### src/rtl/intc_pkg.sv
// -----------------------------------------------------------------------------
// intc_pkg
// Shared constants, FSM state type and small helpers for the push-button
// interrupt controller (button_intc) and its per-source input stage.
//
// Optional feature macro: INTC_DEBOUNCE_EN (consumed by btn_sync_edge).
// -----------------------------------------------------------------------------
package intc_pkg;

  localparam int              N_SRC      = 4;        // button sources (fixed)
  localparam int              PC_W       = 10;       // CPU program counter width
  localparam logic [PC_W-1:0] VEC_BASE   = 10'h3F0;  // vector of source 0
  localparam int              VEC_STRIDE = 4;        // distance between vectors
  localparam int              DEB_CYCLES = 4;        // debounce stability count

  typedef enum logic [1:0] {
    IDLE    = 2'd0,
    REQ     = 2'd1,
    SERVICE = 2'd2
  } state_t;

  // Fixed priority: the lowest-numbered set bit wins.
  function automatic logic [1:0] prio_enc(input logic [N_SRC-1:0] req);
    prio_enc = 2'd0;
    for (int i = N_SRC - 1; i >= 0; i--) begin
      if (req[i]) prio_enc = 2'(i);
    end
  endfunction

  // Handler address; arithmetic wraps modulo 2^PC_W.
  function automatic logic [PC_W-1:0] vec_addr(input logic [1:0] id);
    vec_addr = VEC_BASE + PC_W'(id) * PC_W'(VEC_STRIDE);
  endfunction

endpackage

### src/rtl/btn_sync_edge.sv
// -----------------------------------------------------------------------------
// btn_sync_edge
// Per-source input stage: two-flop synchroniser, optional debouncer, and a
// press detector that pulses for one cycle on a released->pressed transition.
//
// Ports:
//   clk     in  system clock, rising edge
//   reset   in  synchronous, active-high reset
//   button  in  raw button level, active-low (1 = released)
//   press   out one-cycle press event pulse
//
// Optional feature macro: INTC_DEBOUNCE_EN
//   defined   : level must differ for DEB_CYCLES consecutive cycles to change
//   undefined : synchronised level drives the edge detector directly
// -----------------------------------------------------------------------------
module btn_sync_edge
  import intc_pkg::*;
(
  input  logic clk,
  input  logic reset,
  input  logic button,
  output logic press
);

  logic sync1;
  logic sync2;
  logic level;
  logic prev;

  // NOTE: every flop in the input path resets to 1 (released); otherwise the
  // first cycle after reset would look like a press on every source.
  always_ff @(posedge clk) begin
    if (reset) begin
      sync1 <= 1'b1;
      sync2 <= 1'b1;
    end else begin
      // NOTE: non-blocking assignments make sync2 take the old sync1, giving a
      // true two-stage shift; blocking ones would collapse it to one stage.
      sync1 <= button;
      sync2 <= sync1;
    end
  end

`ifdef INTC_DEBOUNCE_EN
  logic [2:0] deb_cnt;
  logic       stable;

  // Counter tracks consecutive cycles of disagreement; any bounce restarts it.
  always_ff @(posedge clk) begin
    if (reset) begin
      deb_cnt <= 3'd0;
      stable  <= 1'b1;
    end else if (sync2 != stable) begin
      if (deb_cnt == 3'(DEB_CYCLES - 1)) begin
        stable  <= sync2;
        deb_cnt <= 3'd0;
      end else begin
        deb_cnt <= deb_cnt + 3'd1;
      end
    end else begin
      deb_cnt <= 3'd0;
    end
  end

  assign level = stable;
`else
  assign level = sync2;
`endif

  always_ff @(posedge clk) begin
    if (reset) prev <= 1'b1;
    else       prev <= level;
  end

  // Pressed now, released last cycle: a held button gives exactly one pulse.
  assign press = ~level & prev;

endmodule

### src/rtl/button_intc.sv
// -----------------------------------------------------------------------------
// button_intc
// Interrupt controller in front of the CPU: latches active-low button presses,
// arbitrates enabled ones by fixed priority (source 0 highest) and hands one
// request at a time to the CPU with a vector address.
//
// Ports:
//   clk        in   system clock, rising edge
//   reset      in   synchronous, active-high reset
//   buttons    in   [N_SRC-1:0] raw push buttons, active-low
//   int_mask   in   [N_SRC-1:0] per-source enable, 1 = enabled
//   ack        in   CPU accepts current request (pulse, honoured in REQ)
//   eoi        in   CPU handler finished (pulse, honoured in SERVICE)
//   irq        out  interrupt request to the CPU
//   vector     out  [PC_W-1:0] handler address for active_id
//   active_id  out  [1:0] source requested or in service
//   pending    out  [N_SRC-1:0] latched press events
//
// Optional feature macro: INTC_DEBOUNCE_EN (debouncer in each input stage).
// -----------------------------------------------------------------------------
module button_intc
  import intc_pkg::*;
(
  input  logic             clk,
  input  logic             reset,
  input  logic [N_SRC-1:0] buttons,
  input  logic [N_SRC-1:0] int_mask,
  input  logic             ack,
  input  logic             eoi,
  output logic             irq,
  output logic [PC_W-1:0]  vector,
  output logic [1:0]       active_id,
  output logic [N_SRC-1:0] pending
);

  logic [N_SRC-1:0] press;
  logic [N_SRC-1:0] eligible;
  logic [N_SRC-1:0] ack_clr;
  logic [1:0]       next_id;
  state_t           state;

  for (genvar i = 0; i < N_SRC; i++) begin : g_src
    btn_sync_edge u_btn (
      .clk    (clk),
      .reset  (reset),
      .button (buttons[i]),
      .press  (press[i])
    );
  end

  // Pending bits latch regardless of mask; the mask only gates arbitration.
  assign eligible = pending & int_mask;
  assign next_id  = prio_enc(eligible);

  // NOTE: ack_clr gets a default before the conditional write so the block
  // stays purely combinational instead of inferring a latch.
  always_comb begin
    ack_clr = '0;
    if (state == REQ && ack) ack_clr[active_id] = 1'b1;
  end

  // Set after clear: a press on the acknowledged bit in the same cycle wins.
  always_ff @(posedge clk) begin
    if (reset) pending <= '0;
    else       pending <= (pending & ~ack_clr) | press;
  end

  // active_id and vector are latched on entry to REQ and held until the next
  // arbitration, so later mask changes cannot withdraw a request.
  always_ff @(posedge clk) begin
    if (reset) begin
      state     <= IDLE;
      irq       <= 1'b0;
      active_id <= 2'd0;
      vector    <= VEC_BASE;
    end else begin
      case (state)
        IDLE: begin
          if (|eligible) begin
            active_id <= next_id;
            vector    <= vec_addr(next_id);
            irq       <= 1'b1;
            state     <= REQ;
          end
        end
        REQ: begin
          // eoi arriving with ack is deliberately not looked at here.
          if (ack) begin
            irq   <= 1'b0;
            state <= SERVICE;
          end
        end
        SERVICE: begin
          if (eoi) state <= IDLE;
        end
        default: begin
          irq   <= 1'b0;
          state <= IDLE;
        end
      endcase
    end
  end

endmodule

### config.mk
export PLATFORM = sky130hd
export DESIGN_NAME = button_intc
export DESIGN_NICKNAME = d
export VERILOG_FILES = /design/src/rtl/intc_pkg.sv /design/src/rtl/btn_sync_edge.sv /design/src/rtl/button_intc.sv
export SDC_FILE = /design/constraint.sdc
export NUM_CORES = 1
export LEC_CHECK = 0
export CAP_MARGIN = 25
export CELL_PAD_IN_SITES_DETAIL_PLACEMENT = 0
export CELL_PAD_IN_SITES_GLOBAL_PLACEMENT = 1
export CORE_ASPECT_RATIO = 0.9
export CORE_MARGIN = 2
export CORE_UTILIZATION = 28
export CTS_CLUSTER_SIZE = 24
export DETAILED_ROUTE_END_ITERATION = 8
export PLACE_DENSITY_LB_ADDON = 0.1
export SKIP_CTS_REPAIR_TIMING = 1
export SLEW_MARGIN = 20
export SYNTH_ARGS = -nofsm -noshare
export SYNTH_HDL_FRONTEND = slang
export SYNTH_HIERARCHICAL = 1
export SYNTH_SLANG_ARGS = --single-unit
export TNS_END_PERCENT = 100
### constraint.sdc
create_clock -name clk -period 1.19 [get_ports clk]
set_clock_uncertainty 0.1 [all_clocks]
set_input_delay 0.1785 -clock clk [delete_from_list [all_inputs] [get_ports clk]]
set_output_delay 0.1785 -clock clk [all_outputs]
set_load 0.005 [all_outputs]
==> results.md, run 1 <==
* GR Util All Layers at 9.51%
* Drt drc at 0
* Fmax at approximately 0.77 GHz
* Max VDD drop at 0.546 mV
* Worst EP required at 1.28 ns
* Share of cells above drive strength 1 at 35.8%
* Nets@finish at approximately 130
* Remaining Overflow, GRT at 0
* Worst-path clk slew at 0.11 ns
* ANT cells at 0
* Yosys reg bits at 21
* Seq/Total Area, Yosys at 51.1%
* Port bufs at 20
* Synth Instances at 84
* 1st-iter DRT viols at 14
* Status: complete, but fails checks
* Antenna-violating nets left at 0
* Failing checks: setup timing
* Vias/cell at 4.14
* RSZ-0062 raised after global routing: true
* Smallest setup slack after layout at -0.117 ns
* Final setup violation count at 3
* Kind of critical path: flip-flop to flip-flop
* Clock Tree Buf Depth at 2
* Number of library cell types mapped by synthesis at 24
* FF+latch area at 433 um2
* Post-Synth XOR/XNOR Area at 0%
* Vias in the first global route at 555
* Synthesized-area fraction occupied by adder cells at 0%
* Avg Cell Area, Syn at 9.79 um2
* Global-route wire length before repair at 2450 um
* Crit Path Max Fanout at 4
* Hold WS at ~0.32 ns
* CP startpoint kind: flip-flop
* Fin crit share at 110%
* Cts bufs inserted at 3
* Initial antenna violation count at 0
* Row cnt at 18
* Max Slew Vio Count at 0
* Pin count of the biggest net entering global routing at 16
* Post-Synth Simple-Gate Area at around a quarter
* Area grow syn2layout at 55.7%
* GR Util met2 at 12.3%
* Fin cells at 160
* Synth Warn # at 6
* Critical Path AT at about 1.4 ns
* R2R setup slack at -0.12 ns
* Synthesized area at 822 um2
* Via count at roughly 660
* Max_cap viols at 0
* DP Wirelength at 1170 um
* Met3 usage in global routing at 2.34%
* Die area at 3390 um2
* Total wire length at 1680 um
* Final Critical Period at 1.31 ns
* CP endpoint kind: flip-flop
* Synth Area in Compound Gates at 11.7%
* Largest family of logic cells by synthesized area: simple AND/OR/NAND/NOR gates
* Hold Vio Cnt, Final at 0
* Hold Crit Class: flip-flop to flip-flop
* P per Cell Area at 1070 nW/um2
* CTS H-Tree Depth at 1
* Initial Util at 29.7%
* Vert. Die Dim at 55.4 um
* Global placer's final weighted congestion at 0.686
* GR peak layer: met1
* Post-Place Cells at 152
* CTS tree: built
* DR WL/cell at 10.5 um
* Post-route cell area at 1280 um2
* Clock tree root driver cell: clkbuf_4
* Insertion delay to the later sink of the worst-skew pair at roughly 0.29 ns
* Core ar. at 2770 um2
* Static leakage at ~0.00062 uW
* GR Layer Usage met1 at 14.3%
* Io pins at 29
* Post-synthesis mux area share at 0%
* Num Clock Sinks at 21
* DP Area at 1120 um2
* DIE WIDTH at 61.1 um
* DRT Pass-1 Iters at 4
* Footprint of the multi-input gates at 417 um2
* Fillcell total at 285
## final cells by class
cell class | count | share of cell area (%)
multi-input combinational | 56 | 32.6
timing repair buffer | 37 | 27.1
inverter | 2 | 0.587
tap | 40 | 3.91
sequential | 21 | 33.8
clock buffer | 4 | 2.05
## sequential cells by signal (all words and copies together) (netlist names)
name,flops
active_id,2
g_src.u_btn/level,4
g_src.u_btn/prev,4
g_src.u_btn/sync1,4
irq,1
pending,4
state,2
## stage by stage
step | power, uW | TNS [ns] | setup slack [ns] | util [%]
6_report | 1360 | -0.308 | -0.117 | 46.2
5_1_grt | 1440 | -0.424 | -0.141 | 46.2
4_1_cts | 1350 | -3.15 | -0.341 | 41.3
3_5_place_dp | 999 | -3.64 | -0.368 | 40.3
3_3_place_gp | 998 | -3.36 | -0.354 | 40.3
2_1_floorplan | 887 | -0.0288 | -0.0147 | -
## cell usage after synthesis
library cell | n | area, um2
dfxtp_1 | 21 | 420
or2_1 | 12 | 75.1
buf_4 | 10 | 75.1
nor2_1 | 6 | 22.5
a21oi_1 | 4 | 20.0
nor2b_1 | 4 | 25.0
nor3_1 | 4 | 20.0
a211oi_1 | 2 | 15.0
a22o_1 | 2 | 17.5
conb_1 | 2 | 7.51
inv_1 | 2 | 7.51
nand3_1 | 2 | 10.0
nor4b_1 | 2 | 17.5
a2111oi_2 | 1 | 15.0
a21oi_2 | 1 | 8.76
a32o_1 | 1 | 10.0
a41o_1 | 1 | 10.0
buf_1 | 1 | 3.75
nand2_1 | 1 | 3.75
nand2b_1 | 1 | 6.26
nor4_1 | 1 | 6.26
nor4bb_1 | 1 | 10.0
or2_4 | 1 | 8.76
or3_1 | 1 | 6.26
## final timing paths
check,start,end,depth (start not counted)
worst min register to register,g_src[2].u_btn/sync1,g_src[2].u_btn/level,1
worst min-delay path,g_src[2].u_btn/sync1,g_src[2].u_btn/level,1
worst max register to register,pending[3],irq,5
worst max-delay path,pending[3],irq,5
## cell usage in the layout, fill, tap and decap left out, drive strengths merged
cell            n
nand2b          1
nor2            6
clkbuf          5
nor4            1
dfxtp          21
nand3           2
nor3            4
a22o            2
nand2           1
or3             1
dlymetal6s2s    8
nor4b           2
a41o            1
conb            8
buf            17
a211oi          2
inv             2
nor4bb          1
a32o            1
a21oi           5
clkdlybuf4s50  11
or2            13
nor2b           4
a2111oi         1
## metal layers
layer / vias up / part of all wire (%)
met5: - / 0
met4: 0 / 0.84
met3: 2 / 8.1
met2: 25 / 40
met1: 293 / 51
li1: 342 / -
## cell families after synthesis
logic type | count (synthesis)
DFF | 21
AOI/OAI and AO/OA | 12
buffers and inverters | 13
other | 2
and+or+nand+nor | 36
## power by group
group          leakage (uW)  switching [uW]  total, uW  internal [uW]
clock network     0.0000150             210        340            130
registers          0.000176            26.0        769            743
logic              0.000424             106        255            150
total              0.000615             341       1360           1020
## critical path, cell delays in order (launching register included)
cell	delay [ns]
dfxtp_2	0.34
buf_6	0.11
a22o_1	0.21
or2_4	0.26
a21oi_2	0.14
a211oi_2	0.04
No activity file was read; power rests on OpenSTA's default activity.
==> run 2, diff against run 1 <==
CORE_MARGIN = 1.5   (was 2)
==> run 2 against run 1 <==
Effect of this change: combinational power up 5%; critical endpoint is now active_id[0]; critical path type unchanged; first-iteration DRC count up 79%; the run still ends with setup timing left; worst setup slack worse by 0.047 ns; highest routed layer unchanged.
==> results.md, run 2 (synthesis results as in run 1) <==
* Footprint of the multi-input gates at 408 um2 (-2.1%)
* CP endpoint kind: flip-flop
* Setup_tns at -0.483 ns (-0.175 ns)
* Antenna-violating nets left at 0 (unchanged)
* CP startpoint kind: flip-flop
* CP max stage delay at 0.37 ns (+0.03 ns)
* Io pins at 29 (unchanged)
* Drt drc at 0 (unchanged)
* Worst EP required at 1.30 ns (+0.02 ns)
* Max Slew Vio Count at 0 (unchanged)
* Max VDD drop at 0.513 mV (-6.1%)
* Clock tree root driver cell: clkbuf_4
* FF+latch area at 435 um2 (+0.58%)
* Final setup violation count at 4 (+1)
* Core ar. at 2770 um2 (unchanged)
* CP max stage cell: dfxtp_4
* Hold Crit Class: primary input to flip-flop
* Crit Path Max Fanout at 4 (unchanged)
* Cts bufs inserted at 3 (unchanged)
* Vias in the first global route at 570 (+2.7%)
* WP buf/inv at 1 (unchanged)
* Static leakage at 0.000632 uW (+2.8%)
* Top cell family by delay on the critical path: compound AO/OA/AOI/OAI gates
* CTS H-Tree Depth at 1 (unchanged)
* Worst-path clk slew at 0.12 ns (about the same)
* Remaining Overflow, GRT at 0 (unchanged)
* Global placer's final weighted congestion at 0.762 (+11%)
* Commonest non-fill, non-tap cell in the layout: buf_4
* Insertion delay to the later sink of the worst-skew pair at 0.30 ns (about the same)
* Pin count of the biggest net entering global routing at 16 (unchanged)
* Vert. Die Dim at 54.4 um (-1.8%)
* P per Cell Area at 1060 nW/um2 (-0.68%)
* GR Util All Layers at 11.6% (+2.0 points)
* Cell chain of the critical path: buf_6 > a22o_1 > or2_4 > a41o_1
* Critical Path AT at 1.46 ns (+0.06 ns)
* Vias/cell at 4.22 (+2.0%)
* Fin crit share at 114% (+4.0 points)
* DR WL/cell at 10.5 um (+0.59%)
* Status: complete, but fails checks
* Num Clock Sinks at 21 (unchanged)
* Nets@finish at 135 (+1.5%)
* Row cnt at 18 (unchanged)
* ANT cells at 0 (unchanged)
* Total wire length at 1710 um (+1.9%)
* DIE WIDTH at 60.1 um (-1.6%)
* Fmax at 0.738 GHz (-3.5%)
* Most frequent cells in the layout: 16 x buf_4, 13 x dfxtp_1, 12 x or2_1
* 1st-iter DRT viols at 25 (+11)
* RSZ-0062 raised after global routing: true
* Clock Tree Buf Depth at 2 (unchanged)
* Max_cap viols at 0 (unchanged)
* DRT Pass-1 Iters at 6 (+2)
* Smallest setup slack after layout at -0.164 ns (-0.0474 ns)
* Die area at 3270 um2 (-3.4%)
* Final Util at 47.1% (+0.86 points)
* Port bufs at 20 (unchanged)
* CTS tree: built
* Global-route wire length before repair at 2720 um (+11%)
* Share of cells above drive strength 1 at 36.9% (+1.1 points)
* Final Critical Period at 1.35 ns (+0.0474 ns)
* Kind of critical path: flip-flop to flip-flop
* Hold WS at 0.320 ns (+0.00170 ns)
* Initial antenna violation count at 0 (unchanged)
* Via count at 684 (+3.3%)
* Area grow syn2layout at 58.6%
* Failing checks: setup timing
* DP Wirelength at 1240 um (+5.5%)
* Initial Util at 29.7% (unchanged)
* Hold Vio Cnt, Final at 0 (unchanged)
* Fillcell total at 284 (-0.35%)
run 2: cell types whose count changed in the layout (fill, tap and decap cells not counted), sizes merged:
cell and delta:
buf +3, clkinv +1, clkbuf -2
run 2: area by class of cell:
cell class / count / area share [%]
clock buffer: 3 / 1.73
clock inverter: 1 / 0.384
inverter: 2 / 0.576
multi-input combinational: 56 / 31.3
sequential: 21 / 33.4
tap: 40 / 3.84
timing repair buffer: 39 / 28.8
run 2: routing by layer:
metal / wire length [um] / global-route usage (%) / vias up / share of wire [%]
li1: - / - / 343 / -
met1: 809 / 15.2 / 313 / 47
met2: 745 / 17.6 / 26 / 44
met3: 137 / 4.49 / 2 / 8.0
met4: 14 / 3.33 / 0 / 0.82
met5: 0 / 0 / - / 0
run 2: power breakdown:
part,switching [uW],internal [uW],total (uW)
combinational,108,161,269
sequential,27.3,742,769
clock,217,125,343
total,353,1030,1380
run 2: worst paths after layout:
kind,start,to,slack (ns),depth (start not counted)
max,pending[3],active_id[0],-0.16,4
min,buttons[3],g_src[3].u_btn/sync1,0.32,2
max reg2reg,pending[3],active_id[0],-0.16,4
min reg2reg,g_src[1].u_btn/sync1,g_src[1].u_btn/level,0.32,1
run 2: through the flow:
step | power (uW) | cell area, um2 | setup WS [ns] | std cells
finish | 1380 | 1300 | -0.164 | 162
global placement | 1000 | 1120 | -0.351 | 153
floorplan | 887 | 848 | -0.0147 | 90
CTS | 1360 | 1150 | -0.344 | 157
detailed placement | 1000 | 1120 | -0.370 | 153
global route | 1470 | 1300 | -0.210 | 162
